--- src/rtl/step_pulse_sequencer.sv ---
// Step/direction pulse generator for a stepper driver: fixed-width step pulses at a clamped period,
// with direction setup delay and signed position tracking. First step rises one edge after the start decision.
module step_pulse_sequencer #(
  parameter int WIDTH      = 16,
  parameter int PULSE_W    = 50,
  parameter int DIR_SETUP  = 100,
  parameter int MIN_PERIOD = 200
) (
  input  logic                    clk,
  input  logic                    rst,
  input  logic                    enable,
  input  logic                    dir_in,
  input  logic [WIDTH-1:0]        period_in,
  input  logic                    period_valid,
  output logic                    drv_step,
  output logic                    drv_dir,
  output logic                    busy,
  output logic                    step_done,
  output logic signed [31:0]      position
);

  typedef enum logic [1:0] {
    IDLE       = 2'd0,
    DIR_WAIT   = 2'd1,
    PULSE_HIGH = 2'd2,
    PULSE_LOW  = 2'd3
  } state_t;

  localparam logic [WIDTH-1:0] MIN_P     = WIDTH'(MIN_PERIOD);
  localparam logic [15:0]      HIGH_LOAD = 16'(PULSE_W - 1);
  localparam logic [15:0]      DIR_LOAD  = 16'(DIR_SETUP - 1);
  localparam logic [15:0]      PW        = 16'(PULSE_W);

  state_t           state;
  state_t           next_state;
  logic [WIDTH-1:0] period_reg;
  logic [WIDTH-1:0] p_eff;
  logic [15:0]      cnt;
  logic [15:0]      low_load;
  logic             run_ok;
  logic             dir_diff;
  logic             cnt_zero;
  logic             enter_high;
  logic             enter_low;
  logic             enter_dir;
  logic             enter_idle;

  assign run_ok   = enable && (period_reg != '0);
  assign dir_diff = (dir_in != drv_dir);
  assign cnt_zero = (cnt == 16'd0);
  // Counters run down to zero, so each phase loads its length minus one.
  assign low_load = 16'(p_eff) - PW - 16'd1;

  always_ff @(posedge clk or posedge rst) begin
    if (rst) begin
      state <= IDLE;
    end else begin
      state <= next_state;
    end
  end

  always_comb begin
    next_state = state;
    unique case (state)
      IDLE: begin
        if (run_ok) begin
          next_state = dir_diff ? DIR_WAIT : PULSE_HIGH;
        end
      end
      DIR_WAIT: begin
        if (cnt_zero) begin
          next_state = PULSE_HIGH;
        end
      end
      PULSE_HIGH: begin
        if (cnt_zero) begin
          next_state = PULSE_LOW;
        end
      end
      PULSE_LOW: begin
        if (cnt_zero) begin
          if (!run_ok) begin
            next_state = IDLE;
          end else if (dir_diff) begin
            next_state = DIR_WAIT;
          end else begin
            next_state = PULSE_HIGH;
          end
        end
      end
      default: next_state = IDLE;
    endcase
  end

  always_comb begin
    busy       = (state != IDLE);
    enter_high = (next_state == PULSE_HIGH) && (state != PULSE_HIGH);
    enter_low  = (next_state == PULSE_LOW)  && (state != PULSE_LOW);
    enter_dir  = (next_state == DIR_WAIT)   && (state != DIR_WAIT);
    enter_idle = (next_state == IDLE)       && (state != IDLE);
  end

  // Registered driver outputs and datapath; all updates keyed to state entry.
  always_ff @(posedge clk or posedge rst) begin
    if (rst) begin
      period_reg <= '0;
      p_eff      <= '0;
      cnt        <= 16'd0;
      drv_step   <= 1'b0;
      drv_dir    <= 1'b0;
      step_done  <= 1'b0;
      position   <= 32'sd0;
    end else begin
      step_done <= 1'b0;
      if (period_valid) begin
        period_reg <= period_in;
      end
      if (enter_high) begin
        drv_step  <= 1'b1;
        step_done <= 1'b1;
        p_eff     <= (period_reg < MIN_P) ? MIN_P : period_reg;
        cnt       <= HIGH_LOAD;
        position  <= drv_dir ? (position + 32'sd1) : (position - 32'sd1);
      end else if (enter_low) begin
        drv_step <= 1'b0;
        cnt      <= low_load;
      end else if (enter_dir) begin
        drv_dir <= dir_in;
        cnt     <= DIR_LOAD;
      end else if (enter_idle) begin
        cnt <= 16'd0;
      end else if (!cnt_zero) begin
        cnt <= cnt - 16'd1;
      end
    end
  end

endmodule

--- config.mk ---
export PLATFORM = sky130hd
export DESIGN_NAME = step_pulse_sequencer
export DESIGN_NICKNAME = d
export VERILOG_FILES = /design/src/rtl/step_pulse_sequencer.sv
export SDC_FILE = /design/constraint.sdc
export NUM_CORES = 1
export LEC_CHECK = 0
export BUFFER_PORTS_ARGS = -buffer_cell sky130_fd_sc_hd__buf_2
export CORE_ASPECT_RATIO = 1.2
export CORE_MARGIN = 2
export CORE_UTILIZATION = 35
export DETAILED_ROUTE_END_ITERATION = 12
export MAX_ROUTING_LAYER = met4
export PLACE_DENSITY = 0.63
export SLEW_MARGIN = 15
export SYNTH_ARGS = -nofsm -noshare
export SYNTH_HDL_FRONTEND = slang
export SYNTH_SLANG_ARGS = --single-unit
--- constraint.sdc ---
create_clock -name clk -period 3.4 [get_ports clk]
set_input_delay 0.34 -clock clk [delete_from_list [all_inputs] [get_ports clk]]
set_output_delay 0.34 -clock clk [all_outputs]
set_load 0.01 [all_outputs]
=== Word-level counts from Yosys, hierarchy flattened ===
Index checks and enable logic that the tools add are counted.

* Bits of input ports: 21
* Output and inout bits: 36
* Flip-flop bits (word level): 85
* Logic and storage cells: 56
* RAM bits: 0
* ROM bits: 0
* Memories kept: 0
* Bits in latches: 0

* Bitwise gates (word level): 2
* Shift operators: 0
* Add/sub/neg operators: 5
* Equality and inequality tests: 11
* Reduce and logical (&&, ||, !) cells: 12
* Magnitude comparators: 1
* Divide/modulo/power cells: 0
* Multiply operators: 0
* Mux-type cells: 17

{| class="wikitable"
|+ Operators by type and width
! cell !! number
|-
| 2-to-1 mux 16 bit || 6
|-
| adder 32 x 2 -> 32 bit (second input constant) || 1
|-
| 2-to-1 mux 32 bit || 1
|-
| subtractor 16 x 1 -> 16 bit (second input constant) || 2
|-
| subtractor 32 x 2 -> 32 bit (second input constant) || 1
|-
| logical NOT 16 bit || 1
|-
| less-than comparator 16 x 8 -> 1 bit (second input constant) || 1
|-
| nonzero test 16 bit || 1
|-
| subtractor 16 x 6 -> 16 bit (second input constant) || 1
|-
| 2-to-1 mux 2 bit || 6
|-
| equality test 2 bit (second input constant) || 4
|-
| one-hot mux 2 bit (4 select lines) || 1
|-
| logical AND 1 bit || 5
|-
| != test 5 x 1 -> 1 bit (second input constant) || 1
|-
| equality test 2 x 1 -> 1 bit (second input constant) || 2
|-
| logical NOT 2 bit || 2
|-
| != test 2 bit (second input constant) || 2
|-
| nonzero test 2 bit || 2
|-
| 2-to-1 mux 1 bit || 3
|-
| AND reduction 3 bit || 1
|-
| != test 2 x 1 -> 1 bit (second input constant) || 1
|-
| NOT 1 bit || 2
|-
| != test 1 bit || 1
|}

=== Depth between registers and ports, before layout ===
* Depth after elaboration: 11
* Gate-level depth with buffers: 12
* Depth with buffers taken out: 11

=== Worst setup path after synthesis ===
No wires, ideal clock.

* Path kind: flip-flop to flip-flop
* From: register drv_dir
* To: register position[31]
* Slack: 0.015 ns
* Setup time: 0.080 ns
* Path buffers: 1
* Data required time: 3.320 ns
* Data arrival time: 3.305 ns
* Cell stages (with the launch flop): 13
* Period minus slack after synthesis: 3.385 ns
* Cell sequence: dfrtp_1 -> inv_1 -> ha_1 -> clkbuf_1 -> and4_1 -> and2_1 -> a221oi_1 -> o2111ai_1 -> nand3_1 -> o31ai_1 -> o41ai_1 -> mux2i_1 -> xnor2_1

* Cells in the longest elaborated chain, start to end: 7
* Elaborated cells on any way between the ends: 9
* Classes of those cells: eq/ne (2); mux (6); reduce/logical (1)

{| class="wikitable"
|+ RTL lines
! what !! RTL line !! RTL
|-
| from (decl) || 16 || <nowiki>output logic drv_dir,</nowiki>
|-
| from (signal assigned) || 128 || <nowiki>drv_dir <= dir_in;</nowiki>
|-
| != test 1 bit || 49 || <nowiki>assign dir_diff = (dir_in != drv_dir);</nowiki>
|-
| 2-to-1 mux 2 bit || 67, 84 ||
|-
| 2-to-1 mux 2 bit || 82 || <nowiki>if (!run_ok) begin</nowiki>
|-
| 2-to-1 mux 2 bit || 81 || <nowiki>if (cnt_zero) begin</nowiki>
|-
| one-hot mux 2 bit (4 select lines) || 64 || <nowiki>unique case (state)</nowiki>
|-
| equality test 2 bit || 97 || <nowiki>enter_high = (next_state == PULSE_HIGH) && (state != PULSE_HIGH);</nowiki>
|-
| logical AND 1 bit || 97 ||
|-
| to (signal assigned) || 123 || <nowiki>position <= drv_dir ? (position + 32'sd1) : (position - 32'sd1);</nowiki>
|-
| to (decl) || 19 || <nowiki>output logic signed [31:0] position</nowiki>
|}

Several ways; a longest one is shown, not always the timed one.
A chain may end at the register's enable or synchronous reset.

=== Final worst setup path ===
* From: register drv_dir
* To: register position[30]

Same word-level chain as after synthesis.

==> out/results.tsv <==
metric	value	unit
outcome	finished, final reports clean	
setup_viol	0	
drt_pass1_iterations	4	
yosys-top-cells-count	dfrtp_1 (85), nand2_1 (76), nor2_1 (68)	
worstPathRequired	3620	ps
clk_pin_slew_worst_paths	70	ps
core_area	15080	um2
yosysWarningCount	0	
port_buffers	56	
grt.overflow.total	0	
clock_skew	5.579	ps
dp_hpwl	10.06	mm
grt_use_total	17.32	%
grt_pass1_vias	4676	
synth-xor-area-share	8.383	%
synthFlopType	dfrtp_1	
cts_max_level	3	
p_leak	0.002971	uW
die_h	140.5	um
viasPerCell	5.238	
syn-num-nets	671	
wl_per_cell	15.17	um
netlist.area_leader.share	39.15	%
crit_type	reg2reg	
cts_max_path_buffers	2	
grt_max_degree	53	
rsz0062_at_grt	false	
endpoint_kind	flop	
place_ws	205.1	ps
die_x	117.7	um
regMostFlops	position	
drc	0	
slew_violations	0	
io-pin-count	57	
dr_total_vias	4651	
critPathArrivalTime	3390	ps
place.gp.congestion	0.8537	
synth_compound_area_share	17.07	%
synth_top_family_by_area	simple AND/OR/NAND/NOR gates	
antenna_left	0	
period_share	93.03	%
synth_area_leader_cell	dfrtp_1	
cp-start-kind	flop	
syn_inst	617	
synthSimpleGateAreaFrac	21.14	%
period_minus_slack	3163	ps
hp-class	in2async	
synth_most_common_cell	dfrtp_1	
synth_fa_ha_area_share	7.738	%
cts_setup_buffers	0	
p_per_area	342.4	nW/um2
final.setup.tns	0	ps
cts_tree	yes	
area_growth	15.85	%
hold_viol	0	
clock_latency	340	ps
diodes	0	
layout_setup_ws	237.0	ps
cts_buffers	9	
wl	13.47	mm
synth_seq_cells	85	
relSlewSlack	58.63	%
ys_seq_area_share	39.15	%
max-vdd-ir-drop	0.0002630	V
worstMarginPinSlew	619.8	ps
antenna_found_initial	0	
cts_sinks	85	
r2r-start	drv_dir$_DFFE_PP0P_	
path_max_fanout	14	
synth_cell_types	63	
synthTopCellsByArea	dfrtp_1 (39%), ha_1 (7.4%), a21oi_1 (5.3%), nand2_1 (5.3%), xnor2_1 (5.0%)	
drive_above_1_share	17.40	%
async_flop_share	100.0	%
die_area	16540	um2
rows	49	
final_net_count	733	
cp-startpoint	drv_dir$_DFFE_PP0P_	
clockRootBuffer	clkbuf_16	
synth_edf_count	0	
max_freq	0.3162	GHz
muxShareOfSynthArea	3.685	%
ctsHoldBuffers	0	
cts_resized	0	
grt_pass1_wl	22.87	mm
maxCapViolCount	0	
synth_area	5433	um2
start_util	36.02	%
drtIter0Drc	155	
largest_register_ffs	32	
syn_avg_cell_area	8.805	um2
==> per-stage QoR <==
step	instance area, um2	hold slack (ps)	cells	utilization, %	total power [uW]
2_1_floorplan	5433	458.6	617	-	1166
3_3_place_gp	5989	429.6	872	39.71	1209
3_5_place_dp	5989	435.7	872	39.71	1213
4_1_cts	6279	69.53	888	41.63	2182
5_1_grt	6294	96.89	888	41.73	2248
6_report	6294	49.88	888	41.73	2155
==> where the power goes <==
part,switching [uW],leakage [uW],internal [uW]
Combinational,86.7,0.00186,55.5
Sequential,15.4,0.000970,1030
Clock,450,0.000137,514
==> critical path: stages, from the launching register on <==
cell     delay (ps)
dfrtp_1         340
inv_1            50
buf_4           190
fa_1            480
a21o_1          200
a21oi_1         250
o21ai_0         160
and3b_1         260
o32ai_2         210
nor4_1          140
o41ai_1         440
mux2i_1         240
nand3_1          90
==> cells by family after synthesis <==
logic type,Yosys count
flops,85
simple gates,237
fa+ha+maj,33
mux,18
buf+inv,37
compound gates,155
xor+xnor,52
==> area by class of cell <==
| cell class | count | area, um2 |
|---|---|---|
| multi-input cells | 495 | 3168 |
| well taps | 204 | 255.2 |
| clock inverters | 7 | 63.81 |
| fillers | 1548 | 8788 |
| flip-flops and latches | 85 | 2127 |
| inverters | 18 | 68.82 |
| repair buffers | 70 | 385.4 |
| clock buffers | 9 | 225.2 |
==> metal layers <==
layer	vias to the layer above	track usage (%)	routed length, um
met3	9	1.832	308
met4	0	5.390	167
met5	-	-	0
met2	75	30.29	6981
li1	2329	-	-
met1	2238	21.01	6014
==> cells in the final DEF, fill, tap and decap left out, types with 11 or more instances in the layout <==
cell type	count
ha_1	32
o21ai_0	39
xor2_1	21
nor3_1	16
dfrtp_1	85
buf_4	14
nand3_1	18
mux2_2	16
xnor2_1	31
nand2_1	76
a21oi_1	58
buf_2	56
nor2_1	68
nand2b_1	11
inv_1	16
==> worst paths after layout <==
kind                       slack (ps)  depth (start not counted)                          to
setup / recovery                  240                         12    position[30]$_DFFE_PP0N_
hold / removal                     50                          2     position[6]$_DFFE_PP0N_
setup reg to reg                  240                         12    position[30]$_DFFE_PP0N_
hold reg to reg                   500                          1    position[31]$_DFFE_PP0N_
max in group asynchronous        2520                          3  period_reg[11]$_DFFE_PP0P_
min in group clk                  230                          2  period_reg[11]$_DFFE_PP0P_
Power figures use the tool's default switching activity.
